===== src/rtl/mult_div_unit.sv =====
`default_nettype none
// ============================================================================
// mult_div_unit : iterative MIPS MULT/MULTU/DIV/DIVU unit owning HI/LO.
// Optional feature macro MDU_ABORT_EN adds i_abort to cancel an operation.
// Revision 1.0
// ============================================================================
module mult_div_unit #(
    parameter int WIDTH = 32
) (
    input  logic             i_clk,
    input  logic             i_rst,
    input  logic             i_start,
    input  logic [1:0]       i_op,
    input  logic [WIDTH-1:0] i_rs,
    input  logic [WIDTH-1:0] i_rt,
    input  logic             i_mthi,
    input  logic             i_mtlo,
    input  logic             i_sel_hi,
`ifdef MDU_ABORT_EN
    input  logic             i_abort,
`endif
    output logic             o_busy,
    output logic             o_done,
    output logic             o_div_zero,
    output logic [WIDTH-1:0] o_hilo_data
);

    localparam int            CW   = (WIDTH > 1) ? $clog2(WIDTH) : 1;
    localparam logic [CW-1:0] LAST = CW'(WIDTH - 1);

    typedef enum logic [1:0] {
        IDLE = 2'd0,
        MUL  = 2'd1,
        DIV  = 2'd2,
        FIX  = 2'd3
    } state_t;

    state_t           state;
    logic [WIDTH-1:0] hi;
    logic [WIDTH-1:0] lo;
    logic [WIDTH-1:0] acc_hi;
    logic [WIDTH-1:0] acc_lo;
    logic [WIDTH-1:0] opb;
    logic [WIDTH-1:0] rs_lat;
    logic [CW-1:0]    cnt;
    logic             neg_q;
    logic             neg_r;
    logic             dz;
    logic             is_div;
    logic             busy;
    logic             done;
    logic             div_zero;

    logic             abort_req;
`ifdef MDU_ABORT_EN
    assign abort_req = i_abort;
`else
    assign abort_req = 1'b0;
`endif

    // MULT and DIV (op[0]==0) run on magnitudes and fix the sign afterwards
    logic             op_signed;
    logic [WIDTH-1:0] rs_mag;
    logic [WIDTH-1:0] rt_mag;
    assign op_signed = ~i_op[0];
    assign rs_mag    = (op_signed && i_rs[WIDTH-1]) ? -i_rs : i_rs;
    assign rt_mag    = (op_signed && i_rt[WIDTH-1]) ? -i_rt : i_rt;

    logic [WIDTH:0]     mul_sum;
    logic [WIDTH:0]     div_shift;
    logic [WIDTH:0]     div_diff;
    logic [2*WIDTH-1:0] product;
    logic [2*WIDTH-1:0] prod_fix;
    logic [WIDTH-1:0]   quo_fix;
    logic [WIDTH-1:0]   rem_fix;

    assign mul_sum   = {1'b0, acc_hi} + (acc_lo[0] ? {1'b0, opb} : '0);
    assign div_shift = {acc_hi, acc_lo[WIDTH-1]};
    assign div_diff  = div_shift - {1'b0, opb};
    assign product   = {acc_hi, acc_lo};
    assign prod_fix  = neg_q ? -product : product;
    // A zero divisor leaves the all-ones quotient and echoes the dividend
    assign quo_fix   = dz ? '1 : (neg_q ? -acc_lo : acc_lo);
    assign rem_fix   = dz ? rs_lat : (neg_r ? -acc_hi : acc_hi);

    always_ff @(posedge i_clk or posedge i_rst) begin
        if (i_rst) begin
            state    <= IDLE;
            hi       <= '0;
            lo       <= '0;
            acc_hi   <= '0;
            acc_lo   <= '0;
            opb      <= '0;
            rs_lat   <= '0;
            cnt      <= '0;
            neg_q    <= 1'b0;
            neg_r    <= 1'b0;
            dz       <= 1'b0;
            is_div   <= 1'b0;
            busy     <= 1'b0;
            done     <= 1'b0;
            div_zero <= 1'b0;
        end else begin
            done     <= 1'b0;
            div_zero <= 1'b0;
            case (state)
                IDLE: begin
                    if (i_start && !abort_req) begin
                        state  <= i_op[1] ? DIV : MUL;
                        acc_hi <= '0;
                        acc_lo <= i_op[1] ? rs_mag : rt_mag;
                        opb    <= i_op[1] ? rt_mag : rs_mag;
                        rs_lat <= i_rs;
                        neg_q  <= op_signed & (i_rs[WIDTH-1] ^ i_rt[WIDTH-1]);
                        neg_r  <= op_signed & i_rs[WIDTH-1];
                        dz     <= i_op[1] & (i_rt == '0);
                        is_div <= i_op[1];
                        cnt    <= '0;
                        busy   <= 1'b1;
                    end else if (!i_start) begin
                        if (i_mthi) hi <= i_rs;
                        if (i_mtlo) lo <= i_rs;
                    end
                end
                MUL, DIV: begin
                    if (abort_req) begin
                        state <= IDLE;
                        busy  <= 1'b0;
                    end else begin
                        if (state == MUL) begin
                            acc_hi <= mul_sum[WIDTH:1];
                            acc_lo <= {mul_sum[0], acc_lo[WIDTH-1:1]};
                        end else if (!div_diff[WIDTH]) begin
                            acc_hi <= div_diff[WIDTH-1:0];
                            acc_lo <= {acc_lo[WIDTH-2:0], 1'b1};
                        end else begin
                            acc_hi <= div_shift[WIDTH-1:0];
                            acc_lo <= {acc_lo[WIDTH-2:0], 1'b0};
                        end
                        if (cnt == LAST) begin
                            state    <= FIX;
                            done     <= 1'b1;
                            div_zero <= dz;
                        end else begin
                            cnt <= cnt + 1'b1;
                        end
                    end
                end
                FIX: begin
                    state <= IDLE;
                    busy  <= 1'b0;
                    if (!abort_req) begin
                        if (is_div) begin
                            lo <= quo_fix;
                            hi <= rem_fix;
                        end else begin
                            {hi, lo} <= prod_fix;
                        end
                    end
                end
                default: begin
                    state <= IDLE;
                    busy  <= 1'b0;
                end
            endcase
        end
    end

    // An abort raised during FIX also suppresses the completion pulses
    assign o_busy      = busy;
    assign o_done      = done & ~abort_req;
    assign o_div_zero  = div_zero & ~abort_req;
    assign o_hilo_data = i_sel_hi ? hi : lo;

endmodule
`default_nettype wire

===== config.mk =====
export PLATFORM = sky130hd
export DESIGN_NAME = mult_div_unit
export DESIGN_NICKNAME = d
export VERILOG_FILES = /design/src/rtl/mult_div_unit.sv
export SDC_FILE = /design/constraint.sdc
export NUM_CORES = 1
export LEC_CHECK = 0
export CORE_ASPECT_RATIO = 1.5
export CORE_MARGIN = 1.5
export CORE_UTILIZATION = 56
export DETAILED_ROUTE_END_ITERATION = 7
export GPL_TIMING_DRIVEN = 0
export PLACE_DENSITY_LB_ADDON = 0.15
export SYNTH_ARGS = -nofsm -noshare
export SYNTH_HDL_FRONTEND = slang
export SYNTH_SLANG_ARGS = --single-unit
export TNS_END_PERCENT = 20

===== constraint.sdc =====
create_clock -name i_clk -period 6.7 [get_ports i_clk]
set_input_delay 0.67 -clock i_clk [delete_from_list [all_inputs] [get_ports i_clk]]
set_output_delay 0.67 -clock i_clk [all_outputs]
set_load 0.01 [all_outputs]

==> metrics list, run 1 <==
- First DRT Iteration DRCs: 1,674
* Startpoint Class: flip-flop
- Count of antenna-violating nets left after detailed routing: 0
* Maximum VDD drop: 0.000272 V
- The count of buffers added on input and output ports is 100.
- Following the worst setup path forward leads to its endpoint at acc_hi[28].
* Leakage power: 8.17 nW
- Worst-path maximum fanout: 10
* Max-cap check violation count: 0
- The clock passes through at most 3 buffers.
- Overall die area: 0.0323 mm²
* Sequential share of the synthesized area: 0.295
- After detailed routing, the total wire length is 71,100 µm.
* Worst max-slew margin expressed relative to the limit: 0.207
- CP Capture Type: flip-flop
* Post-Route Skew: 0.0242 ns
- The tree built by TritonCTS fans out to 206 sinks.
- TritonCTS created 21 clock buffers.
* Syn Std Cell Area: 0.0175 mm²
- Once layout is complete, the cells apart from fillers number 2,780.
* Time the worst path needs with I/O delays and setup: 4.61 ns
* Endpoints failing setup: 0
- For this run, design rule violations remaining after detail routing come to 0.
- Path class of the lowest-slack min-delay path: reg -> reg
- The root buffer cell chosen for the clock tree is sky130_fd_sc_hd__clkbuf_16.
- Boundary Pins: 107
- In the synthesized netlist the dominant register cell turns out to be sky130_fd_sc_hd__dfrtp_1.
- Distinct cell type count after synthesis: 81
* Vias per cell: 6.60
* Synth Register Bits: 206
- Final net count: 2,506
* Drt first pass iters: 8
- Routability cong.: 1.01
- The initial antenna violation count is 3.
- Dominant cell type by area after synthesis: sky130_fd_sc_hd__dfrtp_1
- Post-cts hold buffer count: 0
- Number of hold violations in the final report: 0
- In this run the register-to-register setup slack is 2.09 ns.
- Pwr dens: 509 mW/mm²
* Register clock-pin slew on the reported worst setup and hold paths: 0.07 ns
- TritonCTS built the clock tree.
- Worst-Margin Slew: 1.19 ns
- Run status: completed
* First-pass GRT wire length: 106,000 µm
- Average footprint of a synthesized cell: 7.82 µm²
* Core Region: 0.0308 mm²
* Width of the die: 147 µm
* Reg-to-reg critical path startpoint: acc_lo[0]
* Post-CTS Setup Repair Bufs: 0
- From synthesis to final layout, the design area changed by 12.9%.
* Syn Inst Count: 2,235
- In this run the critical register-to-register path is captured at acc_hi[28].
- Entering global routing, the biggest net connects 115 pins.
- The number of global-route vias before repair came to 17,900.
- In the final timing run, aggregate negative setup slack is 0 ns.
- Share of flip-flops with an asynchronous set or reset after synthesis: 1.00
- Cts repair resizes: 0
- Top area cells in the synthesized netlist: sky130_fd_sc_hd__dfrtp_1, sky130_fd_sc_hd__a21oi_1, sky130_fd_sc_hd__o21ai_0
* Die boundary height: 219 µm
- DP Cell Count: 2,741
- Remaining global-route overflow: 0
- The Yosys step of the flow raised 0 warnings.
* Routed WL per cell: 25.6 µm
- Period Utilization, post-route: 0.688
- Post-synthesis net count: 2,382
- Critical Path Source: acc_lo[0]
* Number of cells traversed by the worst register-to-register path: 14
- Global-route usage over all layers: 0.438
- EDFF count, synth: 0
- STA puts the critical path data arrival time at 5.00 ns.
- Initial core utilization: 0.567
* Crit path kind: reg -> reg
* Maximum operating frequency: 217 MHz
* Number of fillers in the final layout: 2,805
* Via total after detailed routing: 18,300
- H-tree Lvls: 1
- Setup repair after global routing left no endpoint under its margin.
- Clock latency on the worst-skew pair: 0.54 ns
* Critical path required time: 7.09 ns
- Fraction of layout cells with a size suffix above 1: 0.0611
- Detailed-placement wirelength estimate: 56,300 µm
* Area share of the largest cell type after synthesis: 0.295
- Count of final max-slew check failures: 0
- Number of cell rows: 79
[cell families after synthesis]
| family | count (synthesis) | synth area share |
|---|---|---|
| AO/OA/AOI/OAI | 745 | 0.258 |
| XOR/XNOR | 169 | 0.0847 |
| adder cells (fa/ha/maj) | 75 | 0.0546 |
| buffers and inverters | 233 | 0.0523 |
| flip-flops | 206 | 0.295 |
| multiplexers | 128 | 0.0794 |
| AND/OR/NAND/NOR | 679 | 0.176 |
[worst max-delay path: stages (launching register included)]
cell                       delay [ns]
sky130_fd_sc_hd__dfrtp_1         0.47
sky130_fd_sc_hd__inv_1           0.34
sky130_fd_sc_hd__buf_1           0.51
sky130_fd_sc_hd__nor2_1          0.09
sky130_fd_sc_hd__ha_1            0.26
sky130_fd_sc_hd__a211oi_1        0.23
sky130_fd_sc_hd__nor2_1          0.13
sky130_fd_sc_hd__o31ai_1         0.59
sky130_fd_sc_hd__o31ai_1         0.40
sky130_fd_sc_hd__o211ai_1        0.37
sky130_fd_sc_hd__nand2_1         0.21
sky130_fd_sc_hd__a211oi_1        0.39
sky130_fd_sc_hd__xnor2_1         0.20
sky130_fd_sc_hd__a22oi_1         0.19
sky130_fd_sc_hd__o21ai_1         0.09
[how the worst min path moves through the flow]
stage,from,endpoint,slack [ns],depth (start not counted)
2_1_floorplan,hi[10],hi[10],0.44,2
3_3_place_gp,hi[8],hi[8],0.46,2
3_5_place_dp,lo[21],lo[21],0.47,2
4_1_cts,lo[21],lo[21],0.48,2
5_1_grt,hi[6],hi[6],0.51,2
6_report,lo[21],lo[21],0.48,2
[synth_stat cells, drive strengths merged (17+ instances only)]
| cell | n |
|---|---|
| nand2 | 249 |
| o21ai | 240 |
| nor2 | 237 |
| a21oi | 221 |
| dfrtp | 206 |
| clkbuf | 133 |
| xnor2 | 105 |
| mux2 | 82 |
| inv | 74 |
| ha | 73 |
| xor2 | 64 |
| a211oi | 53 |
| mux2i | 46 |
| nor3 | 35 |
| a21o | 31 |
| o22ai | 31 |
| buf | 26 |
| o31ai | 25 |
| nand2b | 22 |
| o211ai | 22 |
| nand3 | 19 |
| a22oi | 17 |
| nor2b | 17 |
[layer usage]
| metal | GRT usage | vias up | wire (µm) |
|---|---|---|---|
| met1 | 0.491 | 8772 | 25100 |
| met2 | 0.719 | 992 | 33100 |
| met3 | 0.0742 | 319 | 5590 |
| met4 | 0.382 | 0 | 7280 |
| li1 | - | 8256 | - |
| met5 | 0 | - | 0 |
[power breakdown]
part	switching [mW]	internal, mW
logic	4.04	2.37
registers	0.560	1.82
clock network	0.551	0.703
total	5.15	4.89
[state kept, by name (all words and copies together) (netlist names)]
signal and count:
acc_hi 32, acc_lo 32, hi 32, lo 32, opb 32, rs_lat 32
cnt 5, state 2, dz 1, is_div 1, neg_q 1, neg_r 1
o_busy 1, o_div_zero 1, o_done 1
[metrics by stage]
step                      total power, mW  setup WS (ns)   util  hold WS, ns  area (µm²)
final                                10.0           2.09  0.640        0.480       19700
after global routing                 10.6           1.81  0.640        0.506       19700
after CTS                            9.84           2.17  0.640        0.482       19700
after detailed placement             8.55           2.20  0.617        0.468       19000
after global placement               8.43          -2.34  0.615        0.459       19000
after floorplan                      6.47          0.406      -        0.444       17500
[cell usage in the layout (no fill, tap or decap), types with 6 or more instances in the layout]
cell and n:
sky130_fd_sc_hd__and3_1 15, sky130_fd_sc_hd__a211oi_1 53, sky130_fd_sc_hd__or4_1 15, sky130_fd_sc_hd__xor2_1 64, sky130_fd_sc_hd__o31ai_1 24, sky130_fd_sc_hd__ha_1 73, sky130_fd_sc_hd__a21oi_1 221, sky130_fd_sc_hd__o211ai_1 22
sky130_fd_sc_hd__nand3_1 19, sky130_fd_sc_hd__a31oi_1 16, sky130_fd_sc_hd__a21o_1 31, sky130_fd_sc_hd__or3_1 15, sky130_fd_sc_hd__mux2_2 81, sky130_fd_sc_hd__clkdlybuf4s50_1 100, sky130_fd_sc_hd__clkbuf_1 135, sky130_fd_sc_hd__nand4_1 6
sky130_fd_sc_hd__dfrtp_1 206, sky130_fd_sc_hd__o21ai_0 199, sky130_fd_sc_hd__inv_1 72, sky130_fd_sc_hd__nand2_1 249, sky130_fd_sc_hd__and2_1 8, sky130_fd_sc_hd__xnor2_1 105, sky130_fd_sc_hd__nor2_1 237, sky130_fd_sc_hd__o41ai_1 10
sky130_fd_sc_hd__nand2b_1 22, sky130_fd_sc_hd__o21ai_1 41, sky130_fd_sc_hd__mux2i_1 46, sky130_fd_sc_hd__o21a_1 14, sky130_fd_sc_hd__o22ai_1 31, sky130_fd_sc_hd__o221ai_1 16, sky130_fd_sc_hd__nor3_1 34, sky130_fd_sc_hd__nor4_1 13
sky130_fd_sc_hd__a22oi_1 17, sky130_fd_sc_hd__clkbuf_16 21, sky130_fd_sc_hd__nor2b_1 17, sky130_fd_sc_hd__buf_1 19, sky130_fd_sc_hd__nand4b_1 7
[final cells by class]
class	instances	area, µm²	area share
clock buffers	27	588	0.0298
flip-flops and latches	206	5150	0.261
repair buffers	101	1030	0.0521
clock inverters	10	120	0.00609
multi-input cells	1796	11400	0.578
diodes	2	5.00	0.000254
inverters	74	285	0.0145
well taps	405	507	0.0257
plain buffers	159	637	0.0323
Power figures use the tool's default switching activity.
==> run 2: changes to the inputs <==
Settings changed: CORE_UTILIZATION 56 to 62.
Clock period 6.7 ns to 4.5 ns, I/O delays scaled along.
==> metrics list, run 2 (synthesized netlist as in run 1, its figures left out) <==
* First-pass GRT wire length: 110,000 µm (+3.7%)
- Slowest-stage cell, CP: sky130_fd_sc_hd__o31ai_1
- Max-cap check violation count: 0 (unchanged)
* Leakage power: 8.24 nW (+0.78%)
- The vertical die dimension was 209 µm (-4.9%).
- The largest net degree at the start of global routing came to 44 (-62%).
* Leading cell types in the layout, fill and taps excluded: sky130_fd_sc_hd__nand2_1, sky130_fd_sc_hd__nor2_1, sky130_fd_sc_hd__a21oi_1, sky130_fd_sc_hd__dfrtp_1, sky130_fd_sc_hd__o21ai_0
- The ratio of routed vias to standard cells is 6.99 (+5.9%).
* Routability cong.: 1.04 (+2.7%)
- Path class of the lowest-slack min-delay path: in -> async
- Count of antenna-violating nets left after detailed routing: 0 (unchanged)
* Area after DPL: 0.0190 mm² (about the same)
* Logic gate share of total power: 0.635 (-0.003)
- Number of clock sinks: 206 (unchanged)
- Overall die area: 0.0292 mm² (-9.5%)
- The share of the cycle needed by the critical path after routing was 0.969 (+0.281).
- Post-Route Skew: 0.0269 ns (+0.00274 ns)
- Endpoints failing setup: 0 (unchanged)
* Total area of multi-input combinational cells: 0.0114 mm² (+0.19%)
- Register clock-pin slew on the reported worst setup and hold paths: 0.07 ns (about the same)
- The total clock buffers created by CTS came to 23 (+9.5%).
* Worst-Margin Slew: 1.18 ns (-0.00658 ns)
- The maximum fanout along the worst path is 4 (-6).
* CP Cell Sequence: inv_1, ha_1, fa_1, nor2b_1, o31a_1, a221oi_2, a21oi_1, a41oi_1, o21ai_1, a211oi_1, o31ai_1, a32o_1, a31oi_1
- Core Util, Final: 0.711 (+0.0710)
* Time the worst path needs with I/O delays and setup: 4.36 ns (-0.248 ns)
* Critical path required time: 4.89 ns (-2.20 ns)
* Summed area of non-filler cells in the final layout: 0.0198 mm² (+0.40%)
- The reg2reg setup slack is 0.14 ns (-1.95 ns).
- Count of input and output buffers: 100 (unchanged)
- Final net count: 2,512 (+0.24%)
* Drt first pass iters: 6 (-2)
- The placeable core region came to 0.0279 mm² (-9.6%).
* CTS max path bufs: 3 (unchanged)
- The total routing usage reported by global routing is 0.503 (+0.0656).
- The share of post-route cells with drive strength above 1 was 0.0660 (+0.00486).
- STA classifies the critical path startpoint as a flip-flop.
* CP Capture Type: flip-flop
* Crit path kind: reg -> reg
- The number of filler cells placed in the layout is 2,270 (-19%).
- Critical Path Source: acc_lo[31]
* Boundary Pins: 107 (unchanged)
* Share of total power in the clock network: 0.132 (+0.007)
- Reg area: 0.00515 mm² (unchanged)
* Worst max-slew margin expressed relative to the limit: 0.211 (+0.00439)
- Most common cell after layout, fill and taps aside: sky130_fd_sc_hd__nand2_1
* Count of final max-slew check failures: 0 (unchanged)
- Worst EP arrival: 4.75 ns (-0.25 ns)
- Maximum VDD drop: 0.000518 V (+90%)
* Number of antenna violations at the first check in global routing: 4 (+1)
- The via count is 19,100 (+3.9%).
- Internal power of the cells: 7.39 mW (+51%)
- Largest incremental delay on the critical path: 0.60 ns (about the same)
* RSZ-0062 raised after global routing: no
- Vias in the first global route: 18,700 (+4.7%)
- The routed length per instance is 27.1 µm (+5.8%).
* Number of cells traversed by the worst register-to-register path: 13 (-1)
- Run status: completed
- The reported net switching power was 7.94 mW (+54%).
- Number of cell rows: 75 (-5.1%)
* CTS tree: done
- Maximum operating frequency: 229 MHz (+5.7%)
- Number of hold violations in the final report: 0 (unchanged)
- The clock insertion delay at the later pin of the skew report came to 0.57 ns (+0.03 ns).
- The power density over the cells is 774 mW/mm² (+52%).
* Endpoint of the worst register-to-register path: acc_hi[30]
* Width of the die: 140 µm (-4.9%)
* H-tree Lvls: 1 (unchanged)
- The effective utilization at floorplan is 0.627 (+0.0604).
- The number of remaining DRC errors was 0 (unchanged).
- DRT Wirelength: 73,800 µm (+3.8%)
- Detailed-placement wirelength estimate: 56,900 µm (+0.94%)
* Clock root buffer master: sky130_fd_sc_hd__clkbuf_16
- The leftover overflow at the end of global routing was 0 (unchanged).
- Area added between synthesis and finish: 13.4%
- The switching part of the total power is 0.518 (+0.00511).
* First DRT Iteration DRCs: 2,238 (+34%)
- Reg-to-reg critical path startpoint: acc_lo[31]
- Reg power frac: 0.232 (-0.005)
run 2: changes by cell type in the layout (fill, tap and decap cells not counted), sizes merged:
cell / before / now
clkbuf: 160 / 164
buf: 27 / 30
clkinv: 4 / 5
inv: 76 / 75
run 2: per-layer routing:
layer	track usage	routed length, µm	vias up
met1	0.534	23900	8929
met5	0	11	-
met3	0.138	7760	466
met2	0.804	33600	1359
li1	-	-	8300
met4	0.481	8600	2
run 2: how the worst max path moves through the flow:
stage / endpoint / slack (ns) / cells past startpoint
detailed placement: acc_hi[30] / 0.01 / 14
CTS: acc_hi[30] / 0.02 / 14
floorplan: acc_hi[4] / 1.27 / 13
global route: acc_hi[30] / 0.07 / 14
finish: acc_hi[30] / 0.14 / 13
global placement: acc_lo[18] / -0.25 / 2
run 2: through the flow:
step,hold slack [ns],setup slack (ns),setup TNS (ns),std cells,power (mW)
after floorplan,0.444,1.27,0,2235,9.63
after global placement,0.458,-0.245,-46.95,2681,12.4
after detailed placement,0.467,0.0130,0,2686,12.7
after CTS,0.361,0.0168,0,2726,14.8
after global routing,0.394,0.0716,0,2726,16.1
final,0.333,0.139,0,2728,15.3
run 2: power groups by stage:
stage / Combinational (mW) / Sequential, mW / Clock, mW
final: 9.74 / 3.56 / 2.03
after global routing: 10.4 / 3.61 / 2.06
after CTS: 9.33 / 3.50 / 1.99
after detailed placement: 9.20 / 3.53 / 0
after global placement: 8.97 / 3.48 / 0
after floorplan: 6.46 / 3.18 / 0
run 2: what timing repair did:
item / CTS / global route
setup buffers: 0 / 0
resized for setup: 1 / 5
hold buffers: 0 / 0
endpoints found under the setup margin: 2 / 21
gates cloned: 0 / 0
hold endpoints to repair: 0 / 0
run 2: worst max-delay path: cells and delay by family (launching register included):
family / cells / cell delay [ns]
flops: 1 / 0.48
fa+ha+maj: 2 / 0.71
simple gates: 1 / 0.17
compound gates: 9 / 2.67
buf+inv: 1 / 0.17
run 2: cell type report:
type	count	area share
multi-input combinational	1796	0.577
sequential	206	0.260
antenna	2	0.000253
clock buffer	30	0.0329
clock inverter	10	0.00594
tap	346	0.0219
timing repair buffer	105	0.0556
buffer	159	0.0322
inverter	74	0.0142
